## config.mk

```make
export PLATFORM = sky130hd
export DESIGN_NAME = rom_boot_loader
export DESIGN_NICKNAME = d
export VERILOG_FILES = /design/src/rtl/rom_boot_loader.sv
export SDC_FILE = /design/constraint.sdc
export NUM_CORES = 1
export LEC_CHECK = 0
export CORE_ASPECT_RATIO = 0.5
export CORE_MARGIN = 2
export CORE_UTILIZATION = 46
export CTS_CLUSTER_SIZE = 16
export DETAILED_ROUTE_END_ITERATION = 12
export GPL_TIMING_DRIVEN = 0
export PLACE_DENSITY = 0.78
export SLEW_MARGIN = 30
export SYNTH_ARGS = -nofsm -noshare
export SYNTH_HDL_FRONTEND = slang
export SYNTH_SLANG_ARGS = --single-unit
```

## constraint.sdc

```tcl
create_clock -name clk -period 2.9 [get_ports clk]
set_input_delay 0.58 -clock clk [delete_from_list [all_inputs] [get_ports clk]]
set_output_delay 0.58 -clock clk [all_outputs]
set_load 0.05 [all_outputs]
```

## src/rtl/rom_boot_loader.sv

```systemverilog
// rom_boot_loader: copies LEN words from the synchronous-read instruction ROM into the
// scratch-pad memory at one word per clock. It also keeps a wrapping 32-bit checksum of
// the copied words.
//
// Ports:
//   clk, reset            system clock; synchronous active-high reset
//   start                 one-cycle copy request, acted on only when idle
//   src_base/dst_base/len copy arguments, latched with start
//   rom_addr / rom_dout   ROM read port (data returns one clock after address)
//   spm_addr/spm_we/spm_wr_data  SPM write port
//   busy, done, checksum  status: in-flight flag, completion pulse, word sum
module rom_boot_loader #(
  parameter int unsigned ROM_ADDR_W = 11,
  parameter int unsigned SPM_ADDR_W = 12,
  parameter int unsigned DATA_W     = 32,
  parameter int unsigned LEN_W      = 12
) (
  input  logic                  clk,
  input  logic                  reset,
  input  logic                  start,
  input  logic [ROM_ADDR_W-1:0] src_base,
  input  logic [SPM_ADDR_W-1:0] dst_base,
  input  logic [LEN_W-1:0]      len,
  output logic [ROM_ADDR_W-1:0] rom_addr,
  input  logic [DATA_W-1:0]     rom_dout,
  output logic [SPM_ADDR_W-1:0] spm_addr,
  output logic                  spm_we,
  output logic [DATA_W-1:0]     spm_wr_data,
  output logic                  busy,
  output logic                  done,
  output logic [DATA_W-1:0]     checksum
);

  localparam int unsigned ROM_SIZE = 2 ** ROM_ADDR_W;

  typedef enum logic [1:0] {
    IDLE  = 2'd0,
    ISSUE = 2'd1,
    DRAIN = 2'd2
  } state_e;

  state_e                state_q, state_d;
  logic [ROM_ADDR_W-1:0] rom_addr_q, rom_addr_d;
  logic [LEN_W-1:0]      cnt_q, cnt_d;       // ROM addresses still to issue after the current one
  logic                  issue_q, issue_d;   // rom_addr holds a live read address
  logic                  rd_vld_q, rd_vld_d; // rom_dout carries a live word this cycle
  logic [SPM_ADDR_W-1:0] wr_ptr_q, wr_ptr_d; // SPM address for the next write
  logic [SPM_ADDR_W-1:0] spm_addr_q, spm_addr_d;
  logic                  spm_we_q, spm_we_d;
  logic [DATA_W-1:0]     spm_data_q, spm_data_d;
  logic                  busy_q, busy_d;
  logic                  done_q, done_d;
  logic [DATA_W-1:0]     checksum_q, checksum_d;
  logic [LEN_W-1:0]      len_clamped;

  // Oversized requests are limited to the full ROM.
  assign len_clamped = (len > LEN_W'(ROM_SIZE)) ? LEN_W'(ROM_SIZE) : len;

  // Next-state and output logic.
  always_comb begin
    state_d    = state_q;
    rom_addr_d = rom_addr_q;
    cnt_d      = cnt_q;
    issue_d    = 1'b0;
    rd_vld_d   = issue_q;
    wr_ptr_d   = wr_ptr_q;
    spm_addr_d = spm_addr_q;
    spm_we_d   = 1'b0;
    spm_data_d = spm_data_q;
    busy_d     = busy_q;
    done_d     = 1'b0;
    checksum_d = checksum_q;

    // Write path runs off the ROM-latency pipeline, independent of state.
    if (rd_vld_q) begin
      spm_we_d   = 1'b1;
      spm_addr_d = wr_ptr_q;
      wr_ptr_d   = wr_ptr_q + SPM_ADDR_W'(1);
      spm_data_d = rom_dout;
      checksum_d = checksum_q + rom_dout;
    end

    case (state_q)
      IDLE: begin
        if (start) begin
          checksum_d = '0;
          if (len_clamped == '0) begin
            done_d = 1'b1;
          end else begin
            rom_addr_d = src_base;
            wr_ptr_d   = dst_base;
            issue_d    = 1'b1;
            busy_d     = 1'b1;
            cnt_d      = len_clamped - LEN_W'(1);
            state_d    = (len_clamped == LEN_W'(1)) ? DRAIN : ISSUE;
          end
        end
      end
      ISSUE: begin
        rom_addr_d = rom_addr_q + ROM_ADDR_W'(1);
        cnt_d      = cnt_q - LEN_W'(1);
        issue_d    = 1'b1;
        if (cnt_q == LEN_W'(1)) begin
          state_d = DRAIN;
        end
      end
      DRAIN: begin
        // Finish once the last read has been written out.
        if (!issue_q && !rd_vld_q) begin
          state_d = IDLE;
          busy_d  = 1'b0;
          done_d  = 1'b1;
        end
      end
      default: state_d = IDLE;
    endcase
  end

  // State and output registers.
  always_ff @(posedge clk) begin
    if (reset) begin
      state_q    <= IDLE;
      rom_addr_q <= '0;
      cnt_q      <= '0;
      issue_q    <= 1'b0;
      rd_vld_q   <= 1'b0;
      wr_ptr_q   <= '0;
      spm_addr_q <= '0;
      spm_we_q   <= 1'b0;
      spm_data_q <= '0;
      busy_q     <= 1'b0;
      done_q     <= 1'b0;
      checksum_q <= '0;
    end else begin
      state_q    <= state_d;
      rom_addr_q <= rom_addr_d;
      cnt_q      <= cnt_d;
      issue_q    <= issue_d;
      rd_vld_q   <= rd_vld_d;
      wr_ptr_q   <= wr_ptr_d;
      spm_addr_q <= spm_addr_d;
      spm_we_q   <= spm_we_d;
      spm_data_q <= spm_data_d;
      busy_q     <= busy_d;
      done_q     <= done_d;
      checksum_q <= checksum_d;
    end
  end

  assign rom_addr    = rom_addr_q;
  assign spm_addr    = spm_addr_q;
  assign spm_we      = spm_we_q;
  assign spm_wr_data = spm_data_q;
  assign busy        = busy_q;
  assign done        = done_q;
  assign checksum    = checksum_q;

endmodule

```

==> impl_summary.txt <==
----------------------------------------------------
[Logic synthesis]
  Post-synthesis simple-gate area fraction ... 20.5%
  Cell Area, Synth ... 6750 µm²
  Most used flip-flop cell after synthesis ... sky130_fd_sc_hd__dfxtp_1
  Most common library cells after synthesis ... sky130_fd_sc_hd__nor2_1, sky130_fd_sc_hd__dfxtp_1, sky130_fd_sc_hd__nand2_1
  Post-synthesis adder-cell area fraction ... 6.97%
  Compound-cell area share of the yosys netlist ... 19.2%
  Number of storage elements in the synthesis netlist ... 118
  Ranking of synthesized cells by area ... sky130_fd_sc_hd__dfxtp_1, sky130_fd_sc_hd__mux2i_1, sky130_fd_sc_hd__nor2_1, sky130_fd_sc_hd__ha_1, sky130_fd_sc_hd__a21oi_1
  Share of the yosys chip area belonging to registers ... 35.0%
  Cell with the most instances after synthesis ... sky130_fd_sc_hd__nor2_1
  Synth warnings ... 0
  Cell type with the highest aggregate area in the netlist ... sky130_fd_sc_hd__dfxtp_1
  Synth async-reset ratio ... 0%
  Share of Yosys cell area claimed by the top area cell type ... 35.0%
  Combinational family with the most area after synthesis ... simple AND/OR/NAND/NOR gates
  Mapped Avg Cell Area ... 8.25 µm²
  Multiplexer fraction of the synthesized cell area ... 9.95%
  Gate count of the mapped netlist ... 818
  Synth Area in XOR/XNOR ... 5.06%
  Yosys cell types ... 65
  Number of synthesized flops with an enable pin ... 0
  Post-Synthesis Net Count ... 925

[CTS]
  Total of hold buffers inserted after clock tree synthesis ... 0
  Clock latency on the worst-skew pair ... 430 ps
  CTS H-tree depth ... 4
  Clock root buffer ... sky130_fd_sc_hd__clkbuf_16
  Maximum clock path buffer count ... 2
  Clock buffer count from CTS ... 17
  Clock slew at the register clock pins of the worst setup and hold paths ... 60 ps
  TritonCTS clock tree ... done
  Total clock sinks ... 118

[STA]
  Worst max-slew margin expressed relative to the limit ... 41.2%
  Fin crit share ... 100%
  Final clock skew ... 8.64 ps
  Worst Max-Slew Pin Slew ... 882 ps
  Setup repair after global routing missed its margin ... true
  Final worst hold slack ... 480 ps
  Setup slack after layout ... -3.17 ps
  Min Clock Period, post-route ... 2900 ps
  Setup Viol. Count Final ... 1
  Count of pins over their slew limit ... 0
  Top achievable clock speed ... 344 MHz
  Post-Route Setup TNS ... -3.17 ps
  Final number of hold-violating endpoints ... 0

[Global routing]
  First-pass GRT wire length ... 31900 µm
  Global-route total usage across every layer ... 25.5%
  Via count of the first global-routing pass ... 6507
  Pin count of the biggest net entering global routing ... 17
  Total gr overflow ... 0
  Initial antenna violation count ... 0

[Outcome]
  Failing checks ... negative setup slack
  Outcome ... finished with violations

[Pwr]
  Total power divided by cell area ... 535 nW/µm²
  Worst vdd rail ir drop ... 0.432 mV
  Design Power ... 5000 µW
  Reported leakage power ... 0.00360 µW

[Setup path]
  Category of the worst setup path capture point ... flip-flop
  Flop-to-flop setup slack ... 180 ps
  List of cells traversed by the critical path ... clkdlybuf4s50_1, ha_1, buf_2, nand4_1, or3_1, o221ai_2, o211a_1, o21ai_1, or4b_1, nand3_1
  Maximum net fanout on the critical path ... 8
  Total buffers and inverters traversed by the critical path ... 2
  Largest stage delay, worst path ... 480 ps
  Slowest CP cell ... sky130_fd_sc_hd__or4b_1
  Category of the critical setup timing path ... in2reg
  Required time reported for the critical path endpoint ... 3260 ps
  Worst setup SP type ... input pin
  Arrival time reported for the critical path endpoint ... 3260 ps
  Kind of cell adding the most delay to the critical path ... simple AND/OR/NAND/NOR gates

[Placed design]
  Weighted congestion at the end of routability-driven global placement ... 0.947
  Final HPWL DP ... 14300 µm
  Port buffer count ... 158
  Placed cell areas ... 8590 µm²

[Floorplanning]
  Total Die Area ... 15700 µm²
  Die width ... 175 µm
  Floorplan Core Area ... 14400 µm²
  Top-level I/O count ... 160
  Die Ht ... 89.7 µm
  Starting utilization of the core area ... 46.9%
  Row count ... 31

[Drt]
  Total wire length ... 19900 µm
  Remaining number of nets flagged by the antenna check after routing ... 0
  Detailed-routing iteration count for the pre-antenna-repair pass ... 5
  Number of remaining DRC errors ... 0
  DRT iter0 DRCs ... 373
  Wire length per cell ... 16.4 µm
  DR vias/cell ... 5.58
  Vias ... 6793

[Hold path]
  Type of the worst min-delay path ... reg2reg

[Layout]
  Inserted Diodes ... 0
  Layout cells sized above 1 ... 8.15%
  Area overhead of the layout relative to synthesis ... 38.6%
  Non-Filler Cell Area, Final ... 9360 µm²
  Share of the core filled with cells in the final layout ... 65.0%
  Layout net count ... 1113

[Job]
  Max-cap violations ... 0

----------------------------------------------------
timing repair:
item / CTS / global route
hold endpoints to repair: 0 / 0
buffers inserted: 11 / 2
pin swaps: 10 / 5
setup endpoints to repair: 15 / 46
gates resized for setup: 17 / 20
where the power goes:
part           switching (µW)  total, µW  internal, µW
sequential                106       1840          1730
combinational             751       1240           487
clock                     840       1930          1090
sequential cells by signal (all words and copies together), names as in the netlist:
name         cells
issue_q          1
cnt_q           12
spm_wr_data     32
rom_addr        11
wr_ptr_q        12
checksum        32
state_q          2
done             1
rd_vld_q         1
spm_we           1
spm_addr        12
busy             1
layout by cell type, fill, tap and decap left out, types with 5 or more instances in the layout:
| master | Yosys | layout |
|---|---|---|
| sky130_fd_sc_hd__buf_1 | 7 | 7 |
| sky130_fd_sc_hd__o21bai_1 | 8 | 8 |
| sky130_fd_sc_hd__a31oi_1 | 5 | 5 |
| sky130_fd_sc_hd__o21ai_0 | 43 | 41 |
| sky130_fd_sc_hd__dfxtp_1 | 118 | 118 |
| sky130_fd_sc_hd__inv_1 | 12 | 12 |
| sky130_fd_sc_hd__or3_1 | 6 | 6 |
| sky130_fd_sc_hd__a211oi_1 | 28 | 24 |
| sky130_fd_sc_hd__xnor2_1 | 20 | 20 |
| sky130_fd_sc_hd__nor3_1 | 20 | 19 |
| sky130_fd_sc_hd__xor2_1 | 19 | 19 |
| sky130_fd_sc_hd__clkinvlp_4 | 0 | 5 |
| sky130_fd_sc_hd__clkdlybuf4s50_1 | 0 | 155 |
| sky130_fd_sc_hd__clkinv_4 | 0 | 5 |
| sky130_fd_sc_hd__and3_1 | 8 | 8 |
| sky130_fd_sc_hd__a21oi_2 | 1 | 5 |
| sky130_fd_sc_hd__clkbuf_1 | 33 | 30 |
| sky130_fd_sc_hd__mux2i_1 | 66 | 66 |
| sky130_fd_sc_hd__nand4_1 | 7 | 7 |
| sky130_fd_sc_hd__nor2b_1 | 10 | 10 |
| sky130_fd_sc_hd__a21oi_1 | 56 | 50 |
| sky130_fd_sc_hd__nand3_1 | 15 | 15 |
| sky130_fd_sc_hd__clkbuf_16 | 0 | 17 |
| sky130_fd_sc_hd__nand2b_1 | 7 | 7 |
| sky130_fd_sc_hd__nand3b_1 | 7 | 7 |
| sky130_fd_sc_hd__nor2_1 | 127 | 126 |
| sky130_fd_sc_hd__a21o_1 | 16 | 16 |
| sky130_fd_sc_hd__ha_1 | 36 | 29 |
| sky130_fd_sc_hd__ha_2 | 0 | 6 |
| sky130_fd_sc_hd__nand2_1 | 68 | 68 |
| sky130_fd_sc_hd__buf_4 | 0 | 13 |
final timing paths:
kind	cells past startpoint	to	start
max	10	checksum[28]$_SDFF_PP0_	rom_dout[14]
min	2	checksum[31]$_SDFF_PP0_	checksum[31]$_SDFF_PP0_
max reg2reg	11	checksum[30]$_SDFF_PP0_	checksum[0]$_SDFF_PP0_
min reg2reg	2	checksum[31]$_SDFF_PP0_	checksum[31]$_SDFF_PP0_
kinds of logic after synthesis:
logic type	count (synthesis)
buffers and inverters	57
XOR/XNOR	39
flip-flops	118
multiplexers	67
adder cells (fa/ha/maj)	37
AO/OA/AOI/OAI	202
AND/OR/NAND/NOR	298
worst register-to-register path, cell delays in order (launching register included):
cell and delay (ps):
sky130_fd_sc_hd__dfxtp_1 350, sky130_fd_sc_hd__ha_4 190, sky130_fd_sc_hd__fa_2 350, sky130_fd_sc_hd__a21o_1 180
sky130_fd_sc_hd__a21oi_2 190, sky130_fd_sc_hd__o21ai_1 120, sky130_fd_sc_hd__a21oi_2 210, sky130_fd_sc_hd__o221ai_2 180
sky130_fd_sc_hd__nor2_2 190, sky130_fd_sc_hd__nor3_1 110, sky130_fd_sc_hd__o31a_1 240, sky130_fd_sc_hd__a311o_1 310
final cells by class:
cell class | instances | area (µm²)
fill | 1196 | 5030
multi-input combinational | 643 | 4310
sequential | 118 | 2360
timing repair buffer | 171 | 1680
clock buffer | 17 | 425
tap | 198 | 248
buffer | 43 | 175
clock inverter | 15 | 110
inverter | 12 | 45.0
metrics by stage:
step | worst slack (ps) | instances
global placement | -797 | 1174
finish | -3.17 | 1217
global route | -63.1 | 1217
floorplan | 34.2 | 818
CTS | 7.22 | 1217
detailed placement | -835 | 1174
layer usage:
| metal | vias to the layer above | track usage (%) | part of all wire, % | wire, µm |
|---|---|---|---|---|
| li1 | 3319 | - | - | - |
| met1 | 3260 | 31.2 | 45 | 8930 |
| met2 | 174 | 46.0 | 48 | 9640 |
| met3 | 40 | 4.34 | 4.8 | 948 |
| met4 | 0 | 10.0 | 2.1 | 422 |
| met5 | - | 0 | 0 | 0 |
Power figures use the tool's default switching activity.
